## config.mk

```make
export PLATFORM = sky130hd
export DESIGN_NAME = sample_framer
export DESIGN_NICKNAME = d
export VERILOG_FILES = /design/src/rtl/sample_framer.sv
export SDC_FILE = /design/constraint.sdc
export NUM_CORES = 1
export LEC_CHECK = 0
export ABC_AREA = 0
export CORE_UTILIZATION = 50
export CTS_BUF_LIST = sky130_fd_sc_hd__clkbuf_16
export DETAILED_ROUTE_END_ITERATION = 10
export PLACE_DENSITY = 0.76
export SYNTH_ARGS = -nofsm -noshare
export SYNTH_HDL_FRONTEND = slang
export SYNTH_SLANG_ARGS = --single-unit
```

## constraint.sdc

```tcl
create_clock -name clk -period 2.4 [get_ports clk]
set_input_delay 0.48 -clock clk [delete_from_list [all_inputs] [get_ports clk]]
set_output_delay 0.48 -clock clk [all_outputs]
set_load 0.02 [all_outputs]
```

## src/rtl/sample_framer.sv

```systemverilog
// sample_framer
//
// Purpose:
//   Upstream framing stage for the FFT note-transcription path. Takes a
//   stream of 8-bit audio samples qualified by a valid strobe, keeps every
//   DECIM-th one, and writes exactly FFT_SIZE samples per frame into the FFT
//   core. Once a frame is full it pulses fft_start and holds off further
//   frames until the core signals completion on fft_done (or a watchdog
//   expires). Dropped samples, watchdog expiry and a completed-frame count
//   are reported for debug.
//
// Parameters:
//   N        - load index width, FFT_SIZE = 2**N
//   FFT_SIZE - samples per frame
//   DECIM    - accept every DECIM-th valid sample (DECIM >= 1)
//   TIMEOUT  - maximum number of WAIT cycles before giving up on fft_done
//
// Ports:
//   clk          in   system clock
//   reset        in   synchronous, active-high reset
//   sample_valid in   one-cycle strobe qualifying sample_in
//   sample_in    in   8-bit audio sample
//   fft_done     in   completion level from the FFT core
//   fft_load     out  one-cycle write strobe to the FFT core
//   din          out  sample to the FFT core, valid while fft_load = 1
//   fft_start    out  one-cycle compute start pulse
//   load_idx     out  index of the next sample to load in the frame
//   busy         out  high while in START or WAIT
//   overrun      out  sticky: a sample arrived while busy
//   timeout_err  out  sticky: WAIT ran for TIMEOUT cycles without fft_done
//   frame_cnt    out  completed frames, wraps at 16 bits

module sample_framer #(
    parameter int N        = 9,
    parameter int FFT_SIZE = 512,
    parameter int DECIM    = 1,
    parameter int TIMEOUT  = 1048576
) (
    input  logic          clk,
    input  logic          reset,
    input  logic          sample_valid,
    input  logic [7:0]    sample_in,
    input  logic          fft_done,
    output logic          fft_load,
    output logic [7:0]    din,
    output logic          fft_start,
    output logic [N-1:0]  load_idx,
    output logic          busy,
    output logic          overrun,
    output logic          timeout_err,
    output logic [15:0]   frame_cnt
);

    localparam int DW = (DECIM > 1) ? $clog2(DECIM) : 1;
    localparam int TW = (TIMEOUT > 1) ? $clog2(TIMEOUT) : 1;

    localparam logic [DW-1:0] DECIM_LAST   = DW'(DECIM - 1);
    localparam logic [N-1:0]  IDX_LAST     = N'(FFT_SIZE - 1);
    localparam logic [TW-1:0] TIMEOUT_LAST = TW'(TIMEOUT - 1);

    typedef enum logic [1:0] {
        S_FILL,
        S_START,
        S_WAIT
    } state_t;

    state_t         state;
    logic [DW-1:0]  decim_cnt;
    logic [TW-1:0]  timeout_cnt;
    logic           fft_done_q;
    logic           done_edge;

    // Only a rising edge of the done level counts as completion, so a core
    // that leaves fft_done high from an earlier frame cannot end the next
    // one early.
    assign done_edge = fft_done & ~fft_done_q;

    // Single controller: every output is a register updated here.
    //
    // FILL collects decimated samples and presents each accepted one on
    // din/fft_load one cycle later. The final sample of a frame moves to
    // START, which lasts two cycles: the first is the cycle carrying the
    // last fft_load, the second carries fft_start, so load and start never
    // overlap. WAIT then watches for a done edge, with a watchdog counter
    // as a fallback; a done edge arriving on the last watchdog cycle still
    // counts as a normal completion.
    always_ff @(posedge clk) begin
        if (reset) begin
            state       <= S_FILL;
            decim_cnt   <= '0;
            timeout_cnt <= '0;
            fft_done_q  <= 1'b0;
            fft_load    <= 1'b0;
            din         <= 8'd0;
            fft_start   <= 1'b0;
            load_idx    <= '0;
            busy        <= 1'b0;
            overrun     <= 1'b0;
            timeout_err <= 1'b0;
            frame_cnt   <= 16'd0;
        end else begin
            fft_done_q <= fft_done;
            fft_load   <= 1'b0;
            fft_start  <= 1'b0;

            case (state)
                S_FILL: begin
                    if (sample_valid) begin
                        if (decim_cnt == DECIM_LAST) begin
                            decim_cnt <= '0;
                            fft_load  <= 1'b1;
                            din       <= sample_in;
                            if (load_idx == IDX_LAST) begin
                                load_idx <= '0;
                                state    <= S_START;
                                busy     <= 1'b1;
                            end else begin
                                load_idx <= load_idx + N'(1);
                            end
                        end else begin
                            decim_cnt <= decim_cnt + DW'(1);
                        end
                    end
                end

                S_START: begin
                    if (sample_valid) begin
                        overrun <= 1'b1;
                    end
                    // fft_start doubles as the marker for the second START
                    // cycle: raise it once, then move on to WAIT.
                    if (!fft_start) begin
                        fft_start <= 1'b1;
                    end else begin
                        state <= S_WAIT;
                    end
                end

                S_WAIT: begin
                    if (sample_valid) begin
                        overrun <= 1'b1;
                    end
                    if (done_edge) begin
                        frame_cnt   <= frame_cnt + 16'd1;
                        state       <= S_FILL;
                        busy        <= 1'b0;
                        decim_cnt   <= '0;
                        timeout_cnt <= '0;
                    end else if (timeout_cnt == TIMEOUT_LAST) begin
                        timeout_err <= 1'b1;
                        state       <= S_FILL;
                        busy        <= 1'b0;
                        timeout_cnt <= '0;
                    end else begin
                        timeout_cnt <= timeout_cnt + TW'(1);
                    end
                end

                default: begin
                    state <= S_FILL;
                    busy  <= 1'b0;
                end
            endcase
        end
    end

endmodule
```

# Word-level counts from Yosys, hierarchy flattened
# Index checks and enable logic that the tools add are counted.
word_totals:
  register_bits: 62
  inputBits: 12
  out_inout_bits: 38
  elab_cells: 67
op_classes:
  addsub: 4
  n_eq_ne: 10
  muxes: 22
  bitwise: 7
  reduce_logical: 12
ops:
  columns: ["cell", "count"]
  rows:
  - ["$mux 20", 2]
  - ["$add 20x1->20 const B", 1]
  - ["$eq 20x20->1 const B", 1]
  - ["$add 16x1->16 const B", 1]
  - ["$mux 2", 6]
  - ["$mux 1", 10]
  - ["$ne 2x2->1 const B", 5]
  - ["$reduce_and 5->1", 2]
  - ["$add 9x1->9 const B", 1]
  - ["$eq 9x9->1 const B", 1]
  - ["$mux 9", 1]
  - ["$reduce_and 3->1", 3]
  - ["$not 1->1", 6]
  - ["$pmux 2 s3", 1]
  - ["$reduce_and 2->1", 2]
  - ["$reduce_or 2->1", 2]
  - ["$ne 3x3->1 const B", 1]
  - ["$pmux 1 s3", 1]
  - ["$reduce_or 3->1", 1]
  - ["$eq 2x1->1 const B", 1]
  - ["$eq 2x2->1 const B", 1]
  - ["$logic_not 2->1", 1]
  - ["$pmux 1 s2", 1]
  - ["$reduce_bool 2->1", 1]
  - ["2 further kinds", 2]

# Longest topological paths before layout
# Gate-level depths: netlist of run 1.
logic_depth:
  word_depth: 5
  ltp_mapped: 9
  depth_no_buf: 9

# Worst setup path after synthesis of run 1
# No wires, ideal clock.
synth_timing:
  kind: "reg2reg"
  from: "register load_idx[0]"
  to: "register state[0]"
  setup_ps: 128
  arrival_time_ps: 1592
  required_time_ps: 2272
  setup_slack_ps: 680
  stages_incl_launch_ff: 10
  n_path_buf: 0
  period_less_slack_ps: 1720
  path_cell_list: "dfxtp_1 > ha_1 > nand3_1 > nor2_1 > ha_1 > nand2_1 > a21oi_1 > o211ai_1 > mux2i_1 > nor2_1"
synth_via:
  elab_chain_len: 3
synth_rtl:
  columns: ["item", "line_no", "source"]
  rows:
  - ["start, declared", "47", "output logic [N-1:0] load_idx,"]
  - ["start signal, assigned", "118", "load_idx <= load_idx + N'(1);"]
  - ["$eq 9x9->1", "113", "if (load_idx == IDX_LAST) begin"]
  - ["$ne 2x2->1 (no line)", null, null]
  - ["$reduce_and 5->1 (no line)", null, null]
  - ["end signal, assigned", "115", "state <= S_START;"]
  - ["end signal, assigned", "135", "state <= S_WAIT;"]
  - ["end signal, assigned", "145", "state <= S_FILL;"]
  - ["end, declared", "67", "state_t state;"]
# No other way between the ends.
# A chain may end at the register's enable or synchronous reset.

# Worst setup path in the final report of run 1
layout_timing:
  from: "register state[0]"
  to: "register timeout_cnt[16]"
layout_via:
  elab_chain_len: 1
layout_rtl:
  columns: ["item", "line_no", "source"]
  rows:
  - ["start signal, assigned", "89", "state <= S_FILL;"]
  - ["start signal, assigned", "115", null]
  - ["start signal, assigned", "135", null]
  - ["$eq 2x2->1", "106", "case (state)"]
  - ["end signal, assigned", "155", "timeout_cnt <= timeout_cnt + TW'(1);"]
  - ["end, declared", "69", "logic [TW-1:0] timeout_cnt;"]
# No other way between the ends.

==> reports/qor.csv, run 1 <==
stage;metric;value;unit
worst_hold_path;Hold Path Class;reg2reg;
timing;fin crit share;88.7;%
worst_hold_path;Hold Path Cell Cnt;2;
floorplan;die area;0.00591;sq mm
run_status;run status;complete, no violations;
layout;commonest cells after routing, fill and taps aside;dfxtp_1, clkdlybuf4s50_1, nand2_1;
detailed_routing;Detail Route Antenna Nets;0;
timing;fin crit period;2.13;ns
yosys;Synth Instances;325;
worst_hold_path;hold_sp;din[2]$_SDFFE_PP0P_;
placed_design;DP Wirelength;4270;microns
critical_path;critical path endpoint category;register;
placed_design;Setup Slack @ Placement;0.144;ns
critical_path;setup slack, reg-to-reg;0.27;ns
timing;Max Clock Freq;470;MHz
timing;Fin Setup TNS;0;ns
yosys;share of the synthesized area in the top cell type;43.6;%
floorplan;FP Rows;26;
layout;post-route insts no fill;455;
critical_path;CP Max Fanout;15;
yosys;Synth Net Count;346;
timing;Worst Skew;0.00603;ns
layout;final instance area;0.00366;sq mm
critical_path;Crit. path cell count;5;
timing;Final Max Slew Viols;0;
placed_design;gpl congestion;0.804;
critical_path;CP max stage delay;0.87;ns
detailed_routing;drt via density;5.40;
run;max-cap violation count;0;
timing;post-route setup slack;0.272;ns
timing;RSZ-0062 raised after global routing;no;
critical_path;Req. time, crit path;2.62;ns
clock_network;CTS Sinks;61;
clock_network;Max Root-Sink Buffers;2;
power;Sw Share;21.1;%
clock_network;CTS root buf;clkbuf_16;
critical_path;CP Class;reg2reg;
floorplan;initial core utilization;53.5;%
power;Psw;497;uW
floorplan;core area;0.00524;sq mm
yosys;flops & latches, synth;61;
detailed_routing;Vias;2455;
detailed_routing;DRT Pass-1 Iters;5;
timing;Worst Tran Pin Value;1.07;ns
yosys;top_reg_cell synth;dfxtp_1;
layout;Area Overhead vs Synth;30.6;%
floorplan;# IOs;50;
power;sequential share of power;43.8;%
timing;Min Hold Slack;0.458;ns
yosys;number of library cell types mapped by synthesis;50;
layout;Final #Nets;401;
critical_path;Reg2Reg Depth;5;
clock_network;worst-skew pair later-pin latency;0.32;ns
yosys;Mean Syn Cell Area;8.63;sq um
clock_network;cts hold-fix bufs;0;
worst_hold_path;hold worst-path end;din[2]$_SDFFE_PP0P_;
placed_design;Port Buf Inserts;49;
detailed_routing;DRT iter0 DRCs;125;
critical_path;Crit-path slowest cell;nor2_1;
grt;global-route wire length before repair;11100;microns
clock_network;Clock transition at path regs;0.05;ns
critical_path;worst r2r dst;timeout_cnt[16]$_SDFFE_PP0P_;
detailed_routing;DRT Wirelength;6420;microns
power;Internal;1.86;mW
timing;setup violators final;0;
timing;final hold vios;0;
clock_network;H-tree depth;3;
critical_path;CP cell instances;inv_1 > ha_1 > nor2_1 > o21ai_1 > o31ai_1;
clock_network;post_cts resized;0;
floorplan;Die W;76.9;microns
yosys;top post-synthesis cells by area;dfxtp_1, nand2_1, nor2_1;
yosys;EDFF count, synth;0;
clock_network;number of setup buffers added after CTS;0;
power;VDD IR max;0.446;mV
yosys;Mapped Area;0.00280;sq mm
clock_network;TritonCTS clock tree;done;
grt;initial antenna violation count;0;
timing;Max-slew headroom;28.3;%
placed_design;Placed Instances;439;
grt;GRT Total Usage;23.7;%
layout;commonest non-fill, non-tap cell in the layout;dfxtp_1;
yosys;Seq/Total Area, Yosys;43.6;%
power;PwrDens;644;mW/mm^2
critical_path;CP bufs+invs;1;
critical_path;Top Family by Delay on Critical Path;simple AND/OR/NAND/NOR gates;
detailed_routing;DRC;0;
layout;ANT cells;0;
grt;GRT Residual Overflow;0;
critical_path;worst r2r src;state[0]$_SDFFE_PP0P_;
layout;layout cells sized above 1;8.31;%
power;Pleak;1.38;nW
critical_path;CP startpoint kind;register;
clock_network;cts bufs inserted;9;
yosys;Synth area leader;dfxtp_1;
placed_design;total placed instance area;0.00338;sq mm
yosys;total of warnings raised by yosys;0;
grt;largest net degree at the start of global routing;40;
power;Gate power share;4.5;%
power;Clock Power Share;51.7;%
grt;number of global-route vias before repair;2347;
detailed_routing;Wirelength per Cell;14.1;microns
critical_path;arrival time worst endpoint;2.35;ns
yosys;ys async rst share;0;%
floorplan;die height;76.9;microns
[worst register-to-register path, cell delays in order, from the launching register on]
cell and delay (ns):
dfxtp_1 0.37, inv_1 0.10, ha_1 0.35, nor2_1 0.87, o21ai_1 0.21, o31ai_1 0.12
[state kept, by name (all words and copies together), names as in the netlist]
register	cells
fft_load	1
frame_cnt	16
load_idx	9
overrun	1
din	8
state	2
timeout_cnt	20
fft_start	1
timeout_err	1
busy	1
fft_done_q	1
[per-layer routing]
layer / global-route usage (%) / up-vias / part of all wire (%)
met5: 0 / - / 0
met1: 30.8 / 1138 / 48
met2: 37.3 / 56 / 46
met4: 11.5 / 0 / 1.8
met3: 4.88 / 11 / 4.1
li1: - / 1250 / -
[cell families after synthesis]
kind of cell | Yosys count | share of synthesized area (%)
compound gates | 64 | 14.1
xor+xnor | 22 | 6.87
fa+ha+maj | 9 | 4.02
buf+inv | 21 | 3.21
flops | 61 | 43.6
mux | 5 | 1.78
simple gates | 143 | 26.4
[cell type report]
cell class / instances / area [sq um]
Tap cell: 70 / 87.6
Sequential cell: 61 / 1220
Inverter: 9 / 33.8
Fill cell: 420 / 1580
Multi-Input combinational cell: 243 / 1490
Clock inverter: 7 / 58.8
Timing Repair Buffer: 56 / 543
Clock buffer: 9 / 225
[worst max path at each step]
stage                                  start                            to  slack [ns]
global placement                    fft_done     frame_cnt[9]$_SDFFE_PP0P_        0.25
detailed placement                  fft_done     frame_cnt[9]$_SDFFE_PP0P_        0.14
global route           state[0]$_SDFFE_PP0P_  timeout_cnt[16]$_SDFFE_PP0P_        0.08
floorplan           load_idx[0]$_SDFFE_PP0P_         state[0]$_SDFFE_PP0P_        0.68
finish                 state[0]$_SDFFE_PP0P_  timeout_cnt[16]$_SDFFE_PP0P_        0.27
CTS                    state[0]$_SDFFE_PP0P_     frame_cnt[9]$_SDFFE_PP0P_        0.32
[through the flow]
stage / utilization [%] / power, mW
finish: 69.9 / 2.36
global route: 69.9 / 2.43
CTS: 69.9 / 2.38
detailed placement: 64.5 / 1.16
global placement: 64.5 / 1.16
floorplan: - / 1.11
[cell usage after synthesis, types with 3 or more instances]
cell / instances
dfxtp_1: 61
nand2_1: 44
nor2_1: 38
a21oi_1: 24
xor2_1: 16
nand4_1: 13
o21ai_1: 13
nand3_1: 11
ha_1: 9
inv_1: 8
a21o_1: 6
nor3_1: 6
xnor2_1: 6
clkbuf_1: 5
mux2i_1: 5
and4_1: 4
nor2b_1: 4
or3_1: 4
and2_1: 3
buf_2: 3
nor3_2: 3
[power by group through the flow]
stage	Sequential (mW)	Combinational [mW]	Clock, mW
floorplan	1.07	0.0402	0
global placement	1.05	0.105	0
detailed placement	1.05	0.105	0
CTS	1.03	0.107	1.24
global route	1.03	0.117	1.28
finish	1.03	0.106	1.22
No activity file was read; power rests on OpenSTA's default activity.
==> run 2, diff against run 1 <==
==> constraint.sdc (replaced) <==
create_clock -name clk -period 2.5 [get_ports clk]
set_input_delay 0.5 -clock clk [delete_from_list [all_inputs] [get_ports clk]]
set_output_delay 0.5 -clock clk [all_outputs]
set_load 0.02 [all_outputs]
==> reports/qor.csv, run 2 (synthesis results as in run 1) <==
stage;metric;value;unit
run_status;run status;complete, no violations;
floorplan;# IOs;50;
grt;largest net degree at the start of global routing;40;
clock_network;Max Root-Sink Buffers;2;
detailed_routing;DRT Wirelength;6200;microns
detailed_routing;DRC;0;
grt;GRT Residual Overflow;0;
clock_network;Clock transition at path regs;0.05;ns
placed_design;gpl congestion;0.810;
grt;initial antenna violation count;0;
layout;max reg flops;20;
grt;global-route wire length before repair;10900;microns
timing;Worst Skew;0.00750;ns
grt;global routing usage on met1;31.0;%
layout;layout cells sized above 1;8.09;%
floorplan;core area;0.00524;sq mm
clock_network;cts hold-fix bufs;0;
layout;Final #Nets;399;
floorplan;FP Rows;26;
placed_design;DP Wirelength;4120;microns
detailed_routing;DRT iter0 DRCs;137;
power;Pleak;1.38;nW
timing;setup violators final;0;
timing;Final Max Slew Viols;0;
critical_path;CP Class;reg2reg;
clock_network;CTS root buf;clkbuf_16;
grt;GRT Total Usage;23.3;%
layout;commonest non-fill, non-tap cell in the layout;dfxtp_1;
grt;GR Layer Usage met3;7.02;%
layout;Largest Register;timeout_cnt;
clock_network;worst-skew pair later-pin latency;0.32;ns
worst_hold_path;Hold Path Class;reg2reg;
detailed_routing;Detail Route Antenna Nets;0;
timing;Worst Tran Pin Value;1.02;ns
clock_network;number of setup buffers added after CTS;0;
timing;final hold vios;0;
power;PwrDens;644;mW/mm^2
detailed_routing;Vias;2441;
clock_network;post_cts resized;0;
timing;post-route setup slack;0.344;ns
placed_design;Port Buf Inserts;49;
clock_network;H-tree depth;3;
timing;Max Clock Freq;464;MHz
clock_network;CTS Sinks;61;
layout;commonest cells after routing, fill and taps aside;dfxtp_1, clkdlybuf4s50_1, nand2_1;
floorplan;die area;0.00591;sq mm
floorplan;initial core utilization;53.5;%
placed_design;Setup Slack @ Placement;0.284;ns
timing;fin crit share;86.2;%
critical_path;CP startpoint kind;register;
clock_network;TritonCTS clock tree;done;
timing;RSZ-0062 raised after global routing;no;
critical_path;arrival time worst endpoint;2.37;ns
detailed_routing;drt via density;5.39;
layout;final core occ;70.1;%
timing;fin crit period;2.16;ns
power;VDD IR max;0.393;mV
floorplan;Die W;76.9;microns
layout;Area Overhead vs Synth;30.9;%
timing;Max-slew headroom;31.9;%
floorplan;die height;76.9;microns
critical_path;Req. time, crit path;2.71;ns
grt;met2 GRT Util;35.4;%
detailed_routing;Wirelength per Cell;13.7;microns
run;max-cap violation count;0;
critical_path;CP Max Fanout;12;
timing;Min Hold Slack;0.454;ns
grt;number of global-route vias before repair;2296;
layout;ANT cells;0;
clock_network;cts bufs inserted;9;
detailed_routing;DRT Pass-1 Iters;4;
layout;Largest regs;timeout_cnt (20), frame_cnt (16), load_idx (9);
grt;busiest grt layer;met2;
critical_path;critical path endpoint category;register;
timing;Fin Setup TNS;0;ns
## run 2: changes by cell type in the layout (fill, tap and decap cells not counted)
cell        previous run  this run
buf_4                  7         5
bufinv_16              1         2
clkinv_1               1         0
clkinv_2               2         3
clkinvlp_4             1         0
## run 2: per-stage QoR
step | instances | total power [mW] | cell area [sq um]
2_1_floorplan | 325 | 1.06 | 2800
3_3_place_gp | 437 | 1.11 | 3360
3_5_place_dp | 437 | 1.11 | 3360
4_1_cts | 453 | 2.38 | 3670
5_1_grt | 453 | 2.44 | 3670
6_report | 453 | 2.36 | 3670
## run 2: metal layers
metal  vias to the layer above  routed length, microns  part of all wire (%)
li1                       1243                       -                     -
met1                      1132                    2970                    48
met2                        59                    2810                    45
met3                         7                     341                   5.5
met4                         0                      73                   1.2
met5                         -                       0                     0
## run 2: final timing paths
path	from	to	slack, ns	depth (start not counted)
max	timeout_cnt[0]$_SDFFE_PP0P_	timeout_cnt[2]$_SDFFE_PP0P_	0.34	6
min	din[2]$_SDFFE_PP0P_	din[2]$_SDFFE_PP0P_	0.45	2
max reg2reg	timeout_cnt[0]$_SDFFE_PP0P_	timeout_cnt[2]$_SDFFE_PP0P_	0.34	6
min reg2reg	din[2]$_SDFFE_PP0P_	din[2]$_SDFFE_PP0P_	0.45	2
## run 2: critical path, cell delays in order (launching register included)
cell and delay [ns]:
dfxtp_1 0.40, ha_1 0.27, nand4_1 0.21, nor4_4 0.35
a21o_1 0.45, o22ai_1 0.13, a22o_1 0.24
## run 2: final cells by class
class                           count  area (sq um)
Clock buffer                        9           225
Clock inverter                      7          82.6
Fill cell                         430          1570
Inverter                            9          33.8
Multi-Input combinational cell    243          1490
Sequential cell                    61          1220
Tap cell                           70          87.6
Timing Repair Buffer               54           528
## run 2: power by group
| group | total, mW | internal (mW) | leakage (nW) | switching [mW] |
|---|---|---|---|---|
| Combinational | 0.102 | 0.0470 | 0.726 | 0.0555 |
| Clock | 1.27 | 0.858 | 0.162 | 0.411 |
| Sequential | 0.992 | 0.985 | 0.494 | 0.00718 |
| Total | 2.36 | 1.89 | 1.38 | 0.474 |
==> run 3, diff against run 2 <==
--- a/config.mk
+++ b/config.mk
@@ -13,3 +13,4 @@
 export SYNTH_ARGS = -nofsm -noshare
 export SYNTH_HDL_FRONTEND = slang
 export SYNTH_SLANG_ARGS = --single-unit
+export TNS_END_PERCENT = 50
==> results of run 3 <==
No change in the layout: final DEF, timing and power equal those of run 2.
